`src/rtl/rv32_ctrl_pkg.sv`:
```
// RV32I multi-cycle control: shared opcodes, states,
// ALU operation codes and select bundle.
package rv32_ctrl_pkg;

  localparam logic [6:0] OPC_LOAD   = 7'b0000011;
  localparam logic [6:0] OPC_FENCE  = 7'b0001111;
  localparam logic [6:0] OPC_OP_IMM = 7'b0010011;
  localparam logic [6:0] OPC_AUIPC  = 7'b0010111;
  localparam logic [6:0] OPC_STORE  = 7'b0100011;
  localparam logic [6:0] OPC_OP     = 7'b0110011;
  localparam logic [6:0] OPC_LUI    = 7'b0110111;
  localparam logic [6:0] OPC_BRANCH = 7'b1100011;
  localparam logic [6:0] OPC_JALR   = 7'b1100111;
  localparam logic [6:0] OPC_JAL    = 7'b1101111;
  localparam logic [6:0] OPC_SYSTEM = 7'b1110011;

  typedef enum logic [2:0] {
    FETCH,
    DECODE,
    EXEC,
    MEM,
    WB,
    HALT
  } state_t;

  // LT/LTU reuse the SLT/SLTU codes: the ALU result is the
  // same less-than bit, which keeps all ops in 4 bits.
  localparam logic [3:0] ALU_ADD   = 4'd0;
  localparam logic [3:0] ALU_SUB   = 4'd1;
  localparam logic [3:0] ALU_SLL   = 4'd2;
  localparam logic [3:0] ALU_SLT   = 4'd3;
  localparam logic [3:0] ALU_SLTU  = 4'd4;
  localparam logic [3:0] ALU_XOR   = 4'd5;
  localparam logic [3:0] ALU_SRL   = 4'd6;
  localparam logic [3:0] ALU_SRA   = 4'd7;
  localparam logic [3:0] ALU_OR    = 4'd8;
  localparam logic [3:0] ALU_AND   = 4'd9;
  localparam logic [3:0] ALU_PASSB = 4'd10;
  localparam logic [3:0] ALU_EQ    = 4'd11;
  localparam logic [3:0] ALU_NE    = 4'd12;
  localparam logic [3:0] ALU_LT    = ALU_SLT;
  localparam logic [3:0] ALU_GE    = 4'd13;
  localparam logic [3:0] ALU_LTU   = ALU_SLTU;
  localparam logic [3:0] ALU_GEU   = 4'd14;

  localparam logic [1:0] ALUB_FOUR = 2'b00;
  localparam logic [1:0] ALUB_IMM  = 2'b01;
  localparam logic [1:0] ALUB_RS2  = 2'b10;

  typedef enum logic [3:0] {
    CL_OP,
    CL_OP_IMM,
    CL_LUI,
    CL_AUIPC,
    CL_JAL,
    CL_JALR,
    CL_BRANCH,
    CL_LOAD,
    CL_STORE,
    CL_NOP,
    CL_ILLEGAL
  } iclass_t;

  typedef struct packed {
    logic       alu_a_rs1;
    logic [1:0] alu_b;
    logic       mem_to_reg;
    logic       writes_rd;
    logic       pc_imm;
    logic       pc_base_pc;
  } sel_t;

  function automatic logic [3:0] arith_op(
    input logic [2:0] f3,
    input logic       alt,
    input logic       sub_ok
  );
    logic [3:0] op;
    op = ALU_ADD;
    unique case (f3)
      3'b000: op = (alt && sub_ok) ? ALU_SUB : ALU_ADD;
      3'b001: op = ALU_SLL;
      3'b010: op = ALU_SLT;
      3'b011: op = ALU_SLTU;
      3'b100: op = ALU_XOR;
      3'b101: op = alt ? ALU_SRA : ALU_SRL;
      3'b110: op = ALU_OR;
      3'b111: op = ALU_AND;
      default: op = ALU_ADD;
    endcase
    return op;
  endfunction

  function automatic logic [3:0] branch_op(
    input logic [2:0] f3
  );
    logic [3:0] op;
    op = ALU_EQ;
    case (f3)
      3'b001: op = ALU_NE;
      3'b100: op = ALU_LT;
      3'b101: op = ALU_GE;
      3'b110: op = ALU_LTU;
      3'b111: op = ALU_GEU;
      default: op = ALU_EQ;
    endcase
    return op;
  endfunction

endpackage

```
`src/rtl/rv32_ctrl_decode.sv`:
```
// Combinational instruction decode: class, ALU op and
// datapath selects derived from the registered IR.
module rv32_ctrl_decode
  import rv32_ctrl_pkg::*;
(
  input  logic [31:0] instr,
  output iclass_t     iclass,
  output logic [3:0]  alu_op,
  output sel_t        sel,
  output logic        illegal
);

  logic [6:0] opcode;
  logic [2:0] funct3;
  logic       alt;
  logic       unused_bits;

  assign opcode = instr[6:0];
  assign funct3 = instr[14:12];
  assign alt    = instr[30];
  assign unused_bits = ^{instr[31], instr[29:15],
                         instr[11:7]};

  // Opcode to instruction class.
  always_comb begin
    iclass = CL_ILLEGAL;
    unique case (1'b1)
      (opcode == OPC_OP):     iclass = CL_OP;
      (opcode == OPC_OP_IMM): iclass = CL_OP_IMM;
      (opcode == OPC_LUI):    iclass = CL_LUI;
      (opcode == OPC_AUIPC):  iclass = CL_AUIPC;
      (opcode == OPC_JAL):    iclass = CL_JAL;
      (opcode == OPC_JALR):   iclass = CL_JALR;
      (opcode == OPC_BRANCH): iclass = CL_BRANCH;
      (opcode == OPC_LOAD):   iclass = CL_LOAD;
      (opcode == OPC_STORE):  iclass = CL_STORE;
      (opcode == OPC_FENCE):  iclass = CL_NOP;
      (opcode == OPC_SYSTEM): iclass = CL_NOP;
      default:                iclass = CL_ILLEGAL;
    endcase
  end

  // Per-class selects; unlisted classes keep the PC+4 NOP set.
  always_comb begin
    sel.alu_a_rs1  = 1'b1;
    sel.alu_b      = ALUB_FOUR;
    sel.mem_to_reg = 1'b1;
    sel.writes_rd  = 1'b0;
    sel.pc_imm     = 1'b0;
    sel.pc_base_pc = 1'b1;
    alu_op         = ALU_ADD;
    case (iclass)
      CL_OP: begin
        sel.alu_b     = ALUB_RS2;
        sel.writes_rd = 1'b1;
        alu_op        = arith_op(funct3, alt, 1'b1);
      end
      CL_OP_IMM: begin
        sel.alu_b     = ALUB_IMM;
        sel.writes_rd = 1'b1;
        alu_op        = arith_op(funct3, alt, 1'b0);
      end
      CL_LUI: begin
        sel.alu_b     = ALUB_IMM;
        sel.writes_rd = 1'b1;
        alu_op        = ALU_PASSB;
      end
      CL_AUIPC: begin
        sel.alu_a_rs1 = 1'b0;
        sel.alu_b     = ALUB_IMM;
        sel.writes_rd = 1'b1;
      end
      CL_JAL: begin
        sel.alu_a_rs1 = 1'b0;
        sel.writes_rd = 1'b1;
        sel.pc_imm    = 1'b1;
      end
      CL_JALR: begin
        sel.alu_a_rs1  = 1'b0;
        sel.writes_rd  = 1'b1;
        sel.pc_imm     = 1'b1;
        sel.pc_base_pc = 1'b0;
      end
      CL_BRANCH: begin
        sel.alu_b = ALUB_RS2;
        alu_op    = branch_op(funct3);
      end
      CL_LOAD: begin
        sel.alu_b      = ALUB_IMM;
        sel.mem_to_reg = 1'b0;
        sel.writes_rd  = 1'b1;
      end
      CL_STORE: begin
        sel.alu_b = ALUB_IMM;
      end
      default: ;
    endcase
  end

  assign illegal = (iclass == CL_ILLEGAL);

endmodule

```
`src/rtl/rv32_multicycle_ctrl.sv`:
```
// RV32I multi-cycle control FSM: IR, branch flag, instret
// and all datapath selects / strobes.
module rv32_multicycle_ctrl
  import rv32_ctrl_pkg::*;
#(
  parameter bit HALT_ON_ILLEGAL = 1'b1,
  parameter int INSTRET_W       = 32
)(
  input  logic                 clk,
  input  logic                 rst,
  input  logic [31:0]          imem_rdata,
  input  logic                 imem_ready,
  input  logic                 dmem_ready,
  input  logic                 branch_taken,
  output logic                 imem_req,
  output logic                 dmem_req,
  output logic                 dmem_we,
  output logic                 ir_we,
  output logic                 reg_we,
  output logic                 pc_we,
  output logic                 PCASRC,
  output logic                 PCBSRC,
  output logic                 ALUAsrc,
  output logic [1:0]           ALUBsrc,
  output logic                 MemtoReg,
  output logic [3:0]           alu_op,
  output logic [31:0]          instr,
  output logic [INSTRET_W-1:0] instret,
  output logic                 halted
);

  state_t     state;
  logic       br_flag;
  iclass_t    iclass;
  logic [3:0] dec_alu_op;
  sel_t       sel;
  logic       illegal;
  logic       is_mem;
  logic       is_store;
  logic       is_branch;
  logic       rd_nz;
  logic       sel_live;

  rv32_ctrl_decode u_decode (
    .instr   (instr),
    .iclass  (iclass),
    .alu_op  (dec_alu_op),
    .sel     (sel),
    .illegal (illegal)
  );

  assign is_store  = (iclass == CL_STORE);
  assign is_mem    = (iclass == CL_LOAD) || is_store;
  assign is_branch = (iclass == CL_BRANCH);
  assign rd_nz     = |instr[11:7];
  assign sel_live  = (state == EXEC) || (state == MEM) ||
                     (state == WB);

  // Sequencer, IR load, branch flag and retire counter.
  always_ff @(posedge clk) begin
    if (rst) begin
      state   <= FETCH;
      instr   <= '0;
      instret <= '0;
      br_flag <= 1'b0;
    end else begin
      unique case (state)
        FETCH: begin
          if (imem_ready) begin
            instr <= imem_rdata;
            state <= DECODE;
          end
        end
        DECODE: begin
          if (illegal)
            state <= HALT_ON_ILLEGAL ? HALT : WB;
          else
            state <= EXEC;
        end
        EXEC: begin
          br_flag <= branch_taken;
          state   <= is_mem ? MEM : WB;
        end
        MEM: begin
          if (dmem_ready)
            state <= WB;
        end
        WB: begin
          instret <= instret + INSTRET_W'(1);
          state   <= FETCH;
        end
        HALT:    state <= HALT;
        default: state <= FETCH;
      endcase
    end
  end

  // Outputs from state and IR; reset forces the idle set so
  // an in-flight request drops immediately.
  always_comb begin
    imem_req = 1'b0;
    dmem_req = 1'b0;
    dmem_we  = 1'b0;
    ir_we    = 1'b0;
    reg_we   = 1'b0;
    pc_we    = 1'b0;
    halted   = 1'b0;
    PCASRC   = 1'b0;
    PCBSRC   = 1'b1;
    ALUAsrc  = 1'b1;
    ALUBsrc  = ALUB_FOUR;
    MemtoReg = 1'b1;
    alu_op   = ALU_ADD;
    if (!rst && sel_live) begin
      ALUAsrc  = sel.alu_a_rs1;
      ALUBsrc  = sel.alu_b;
      alu_op   = dec_alu_op;
      MemtoReg = sel.mem_to_reg;
      PCBSRC   = sel.pc_base_pc;
      PCASRC   = is_branch ? ((state == WB) && br_flag)
                           : sel.pc_imm;
    end
    if (!rst) begin
      case (state)
        FETCH: begin
          imem_req = 1'b1;
          ir_we    = imem_ready;
        end
        MEM: begin
          dmem_req = 1'b1;
          dmem_we  = is_store;
        end
        WB: begin
          pc_we  = 1'b1;
          reg_we = sel.writes_rd && rd_nz;
        end
        HALT:    halted = 1'b1;
        default: ;
      endcase
    end
  end

endmodule

```
`config.mk`:
```
export PLATFORM = sky130hd
export DESIGN_NAME = rv32_multicycle_ctrl
export DESIGN_NICKNAME = d
export VERILOG_FILES = /design/src/rtl/rv32_ctrl_pkg.sv /design/src/rtl/rv32_ctrl_decode.sv /design/src/rtl/rv32_multicycle_ctrl.sv
export SDC_FILE = /design/constraint.sdc
export NUM_CORES = 1
export LEC_CHECK = 0
export BUFFER_PORTS_ARGS = -buffer_cell sky130_fd_sc_hd__clkbuf_2
export CORE_MARGIN = 1
export CORE_UTILIZATION = 35
export CTS_CLUSTER_DIAMETER = 40
export DETAILED_ROUTE_END_ITERATION = 16
export HOLD_SLACK_MARGIN = 0.1
export PLACE_DENSITY = 0.59
export RECOVER_POWER = 50
export SYNTH_ARGS = -nofsm -noshare
export SYNTH_HDL_FRONTEND = slang
export SYNTH_HIERARCHICAL = 1
export SYNTH_SLANG_ARGS = --single-unit
```
`constraint.sdc`:
```
create_clock -name clk -period 3 [get_ports clk]
set_input_delay 0.3 -clock clk [delete_from_list [all_inputs] [get_ports clk]]
set_output_delay 0.3 -clock clk [all_outputs]
set_load 0.05 [all_outputs]
```
==> impl_results.md, run 1 <==
* Placed Cells at 678
* Routed vias at 3635
* Largest net degree at the start of global routing at 54
* Crit path kind: reg -> out
* Syn Nets at 493
* Via density at 5.238
* Setup WS post-layout at 0.2618 ns
* Outcome: completed
* Switching fraction of total power at 29.36%
* Global Route Usage Sum at 18.50%
* Dpl cell area at 4175 um^2
* Hold Slack at 0.1803 ns
* Power Internal at 1.635 mW
* WHS Path Cells at 3
* Die Area at 10470 um^2
* # rows at 36
* Area Overhead vs Synth at 23.80%
* Syn. warnings at 6
* Clock network power share at 41.7%
* Total of max-cap violations at 0
* NumNets Final at 594
* WP data required at 2.70 ns
* Worst Path Arrival at 2.44 ns
* Post-synth EDFFs at 0
* Slew headroom at 54.05%
* RSZ-0062 raised after global routing: no
* HP Start: imem_rdata[15]
* Min Clock Period, post-route at 2.738 ns
* Synth top area share at 38.65%
* First-pass GRT wire length at 15210 um
* Worst R2R End: instret[15]$_SDFFE_PP0N_
* Worst VDD drop at 386.6 uV
* P_leak at 1.590 nW
* CTS Root Cell: clkbuf_8
* Post-DRT Antenna Nets at 0
* Antenna diodes at 0
* Post-placement setup slack at 0.3601 ns
* Ys flop type: dfxtp_1
* H-tree depth at 3
* Vias in the first global route at 3103
* DRT Pass-1 Iters at 4
* Synthesized cell area at 3522 um^2
* Final Core Density at 44.61%
* Clock slew at reported path FFs at 0.08 ns
* Synth unique cells at 60
* Critical Path Fanout Max at 12
* Design area at 4360 um^2
* Seq. cell area at 1365 um^2
* DRC viols at 0
* Die width at 102.3 um
* GRT overflow at 0
* Pins Over Slew Limit at 0
* Top cells by area, synth: dfxtp_1 39%, nand2_1 9.5%, a21oi_1 8.8%
* Reg2reg start: state[1]$_SDFFE_PP0P_
* Hold WC Path Type: in -> reg
* CP Capture Type: output port
* Clk sinks at 68
* Synthesized area per cell at 7.741 um^2
* CTS tree: built
* Share of synthesized registers carrying an async set or reset at 0%
* Buffers on Ports at 117
* Switching power at 679.4 uW
* Post-CTS Setup Inserts at 0
* R2r setup slk at 0.55 ns
* Comb pwr share at 15.5%
* Flops & latches, synth at 68
* Post-synthesis cell count at 455
* Dpl hpwl at 6929 um
* Num ports at 118
* Leading area contributor after synthesis: dfxtp_1
* Fmax at 365.2 MHz
* Num CTS Buffers at 9
* WL final at 9632 um
* DRT iter0 DRCs at 198
* Total chip power at 2.314 mW
* Core ar. at 9774 um^2
* Number of antenna violations at the first check in global routing at 0
* Hold Fails Final Rpt at 0
* Layout fillers at 1073
* Final Non-Filler Cells at 694
* Most common cell in the netlist: nand2_1
* Worst skew pair latency at 0.33 ns
* Layout cells sized above 1 at 16.22%
* Clock skew at 0.01094 ns
* Hold Path Sink: instr[15]$_SDFFE_PP0N_
* Pwr/cell area at 530.7 nW/um^2
* Sequential share of power at 42.8%
* Multi-input combinational cell area at 1993 um^2
* Slew @ Worst Pin at 0.6873 ns
* Fin Setup TNS at 0 ns
* Register area share after synthesis at 38.65%
* Gp weighted congestion at 0.9116
* Final setup viols at 0
* Synth top cells by count: 89 x nand2_1, 68 x dfxtp_1, 62 x a21oi_1
* R2R cell count at 5
* Die H at 102.3 um
* Startpoint types: register
* Final worst-path cycle share at 91.27%
* CTS max path bufs at 2
* CTS Hold Buffers Added at 0
* Initial Utilization at 36.03%
* WL/cell at 13.88 um
[worst max-delay path, cell delays in order (launching register included)]
cell and delay, ns:
dfxtp_2 0.45, inv_2 0.07, maj3_2 0.28, or3_1 0.31, a21o_1 0.21, nor4b_2 0.33
nor2b_2 0.19, clkbuf_2 0.28
[cells in the final DEF (no fill, tap or decap), types with 3 or more instances in the layout]
cell / netlist / final
dfxtp_2: 0 / 3
nand3b_1: 3 / 3
a21o_1: 3 / 3
nand2b_1: 5 / 5
bufinv_16: 0 / 3
a21oi_1: 62 / 62
and4_1: 5 / 5
inv_1: 9 / 9
or3_1: 9 / 9
clkbuf_2: 0 / 53
clkbuf_8: 0 / 11
nand2_1: 89 / 89
o21ai_0: 9 / 9
nor2_1: 23 / 23
o31ai_1: 20 / 20
and3_1: 5 / 5
or4_1: 18 / 18
buf_4: 3 / 4
and2_1: 10 / 10
clkbuf_1: 21 / 65
nand3_1: 18 / 18
nor3_1: 4 / 4
dfxtp_1: 68 / 65
xor2_1: 9 / 9
nand4_1: 9 / 9
[cell families (layout without fill, tap and decap cells)]
kind of cell | after synthesis | in the layout | synth area share, %
AOI/OAI and AO/OA | 112 | 112 | 19.18
xor gates and xnor gates | 11 | 11 | 2.736
adders and majority gates | 2 | 2 | 0.6749
buffers and inverters | 42 | 148 | 5.186
DFF | 68 | 68 | 38.65
muxes | 1 | 1 | 0.2842
and+or+nand+nor | 219 | 219 | 33.29
[power by group through the flow]
stage	Combinational (mW)	Clock [mW]	Sequential (mW)
finish	0.358	0.966	0.990
global route	0.392	1.03	0.999
CTS	0.369	0.994	0.990
detailed placement	0.368	0	1.01
global placement	0.367	0	1.01
floorplan	0.170	0	1.11
[flip-flops by register name (all words and copies together) (netlist names)]
name	cells
instr	32
instret	32
state	3
br_flag	1
[repair_timing]
item,in CTS,in global routing
setup endpoints to repair,1,2
hold endpoints to repair,0,0
gates resized for setup,1,3
pin swaps,0,0
[layout make-up]
class	count	area share, %
Tap cell	133	3.816
Multi-Input combinational cell	345	45.71
Inverter	10	0.8608
Sequential cell	68	31.31
Clock inverter	5	2.468
Clock buffer	11	3.472
Timing Repair Buffer	122	12.37
[per-layer routing]
layer | up-vias | global-route usage [%] | wire length [um]
met2 | 100 | 28.55 | 4441
met5 | - | 0 | 0
met3 | 12 | 4.583 | 483
li1 | 1839 | - | -
met1 | 1684 | 24.97 | 4554
met4 | 0 | 6.703 | 153
[worst max-delay path by stage]
| stage | from | end | slack, ns | cells past startpoint |
|---|---|---|---|---|
| after floorplan | instr[5]$_SDFFE_PP0N_ | PCASRC | 0.04 | 9 |
| after global routing | instr[3]$_SDFFE_PP0N_ | PCASRC | 0.08 | 8 |
| after CTS | instr[2]$_SDFFE_PP0N_ | dmem_we | 0.05 | 7 |
| final | instr[5]$_SDFFE_PP0N_ | dmem_we | 0.26 | 7 |
| after global placement | instr[5]$_SDFFE_PP0N_ | dmem_we | 0.38 | 7 |
| after detailed placement | instr[5]$_SDFFE_PP0N_ | dmem_we | 0.36 | 7 |
Note: power is estimated with default switching activity, not from simulation.
==> run 2, diff against run 1 <==
GPL_TIMING_DRIVEN = 0   (was default)
MAX_ROUTING_LAYER = met4   (was default)
SETUP_SLACK_MARGIN = 0.4   (was default)
==> impl_results.md, run 2 (same netlist as run 1, synthesis figures left out) <==
* DRT iter0 DRCs at 227
* Dpl hpwl at 7345 um
* Antenna diodes at 0
* Worst skew pair latency at 0.34 ns
* CTS max path bufs at 2
* CTS tree: built
* DR WL met3 at 500 um
* Layout fillers at 1049
* Via density at 5.250
* Initial Utilization at 36.03%
* Slew @ Worst Pin at 0.6427 ns
* Core ar. at 9774 um^2
* Die Area at 10470 um^2
* Hold Fails Final Rpt at 0
* Commonest non-fill, non-tap cells in the layout: 89 x nand2_1, 87 x clkbuf_1, 64 x dfxtp_1
* Pwr/cell area at 469.4 nW/um^2
* Switching fraction of total power at 32.37%
* Worst R2R End: state[0]$_SDFFE_PP0P_
* Outcome: completed
* Multi-input combinational cell area at 2037 um^2
* Sequential share of power at 46.2%
* Critical Path End: PCASRC
* R2R cell count at 9
* Final worst-path cycle share at 87.83%
* Fmax at 379.5 MHz
* Worst VDD drop at 237.5 uV
* Post-DRT Antenna Nets at 0
* Switching power at 684.1 uW
* Area Overhead vs Synth at 27.85%
* # rows at 36
* Hold Slack at 0.1735 ns
* Largest net degree at the start of global routing at 13
* Seq. cell area at 1366 um^2
* DRT Pass-1 Iters at 7
* First-pass GRT wire length at 15480 um
* Final Core Density at 46.07%
* Routed vias at 3801
* Crit path kind: reg -> out
* Commonest non-fill, non-tap cell in the layout: nand2_1
* GRT overflow at 0
* DRC viols at 0
* Num ports at 118
* Startpoint types: register
* Max incr delay on CP at 0.34 ns
* Power Internal at 1.430 mW
* Crit-path slowest cell: dfxtp_2
* Pins Over Slew Limit at 0
* NumNets Final at 624
* Total of max-cap violations at 0
* Hold WC Path Type: in -> reg
* Global Route Usage Sum at 19.33%
* H-tree depth at 3
* Num CTS Buffers at 9
* Number of antenna violations at the first check in global routing at 0
* Post-placement setup slack at 0.4988 ns
* CTS Root Cell: clkbuf_8
* Setup WS post-layout at 0.3652 ns
* Slew headroom at 57.06%
* Gp weighted congestion at 0.8874
* CP top delay family: simple AND/OR/NAND/NOR gates
* Final setup viols at 0
* Clock skew at 0.008330 ns
* WP buf/inv at 3
* Critical Path Fanout Max at 3
* Max layer used: met4
* Worst path depth at 10
* Routed length on met2 at 4558 um
* CP Cell Sequence: buf_6 -> inv_4 -> maj3_2 -> or3_1 -> a21o_1 -> and3b_2 -> nand2b_1 -> nand2_1 -> a21boi_2 -> buf_8
* P_leak at 1.637 nW
* WP data required at 2.70 ns
* Layout cells sized above 1 at 17.77%
* Vias in the first global route at 3227
* Buffers on Ports at 116
* Die width at 102.3 um
* Min Clock Period, post-route at 2.635 ns
* RSZ-0062 raised after global routing: yes
* Clk sinks at 68
* Clock network power share at 35.0%
* Fin Setup TNS at 0 ns
* Worst Path Arrival at 2.33 ns
* CTS Hold Buffers Added at 0
* CP Capture Type: output port
* Setup crit start: instr[5]$_SDFFE_PP0N_
* Reg2reg start: instr[5]$_SDFFE_PP0N_
* Die H at 102.3 um
* WL/cell at 13.76 um
* Clock slew at reported path FFs at 0.08 ns
* Wl on met1 at 4692 um
* Regs by FF count: instr x32, instret x32, state x3
* R2r setup slk at 0.58 ns
* WL final at 9964 um
* Comb pwr share at 18.8%
* WHS Path Cells at 3
[run 2: area by class of cell]
| cell class | instances | area share, % |
|---|---|---|
| multi-input combinational | 345 | 45.23 |
| clock buffer | 9 | 2.751 |
| tap | 133 | 3.695 |
| sequential | 68 | 30.34 |
| clock inverter | 7 | 1.500 |
| timing repair buffer | 120 | 12.48 |
| buffer | 32 | 3.112 |
| inverter | 10 | 0.8891 |
[run 2: power groups by stage]
stage          combinational (mW)  clock (mW)  sequential (mW)
6_report                    0.397       0.741            0.976
5_1_grt                     0.434       0.804            0.981
4_1_cts                     0.400       0.763            0.974
3_5_place_dp                0.394           0            0.995
3_3_place_gp                0.389           0            0.993
2_1_floorplan               0.170           0             1.11
[run 2: worst min-delay path by stage]
| stage | start | to | slack, ns |
|---|---|---|---|
| CTS | imem_rdata[17] | instr[17]$_SDFFE_PP0N_ | 0.16 |
| global route | imem_rdata[30] | instr[30]$_SDFFE_PP0N_ | 0.16 |
| global placement | instr[24]$_SDFFE_PP0N_ | instr[24]$_SDFFE_PP0N_ | 0.44 |
| floorplan | imem_rdata[2] | instr[2]$_SDFFE_PP0N_ | 0.43 |
| finish | imem_rdata[2] | instr[2]$_SDFFE_PP0N_ | 0.17 |
| detailed placement | instr[17]$_SDFFE_PP0N_ | instr[17]$_SDFFE_PP0N_ | 0.45 |
[run 2: routing by layer]
metal	vias to the layer above	GRT usage, %
li1	1894	-
met1	1761	25.12
met2	129	29.27
met3	17	3.625
met4	0	8.242
met5	-	-
[run 2: what timing repair did]
item	in CTS	in global routing
resized for setup	8	12
setup buffers	2	2
endpoints found under the setup margin	2	9
pin swaps	4	1
[run 2: metrics by stage]
step                power, mW  instance area, um^2  instances
global placement        1.382                 4287        704
global route            2.220                 4503        724
detailed placement      1.390                 4287        704
CTS                     2.137                 4537        722
floorplan               1.278                 3540        455
finish                  2.114                 4503        724
[run 2: worst min-delay path, delay by kind of cell]
family                 cells  cell delay [ns]
AND/OR/NAND/NOR            1             0.05
buffers and inverters      1             0.08
AO/OA/AOI/OAI              1             0.05
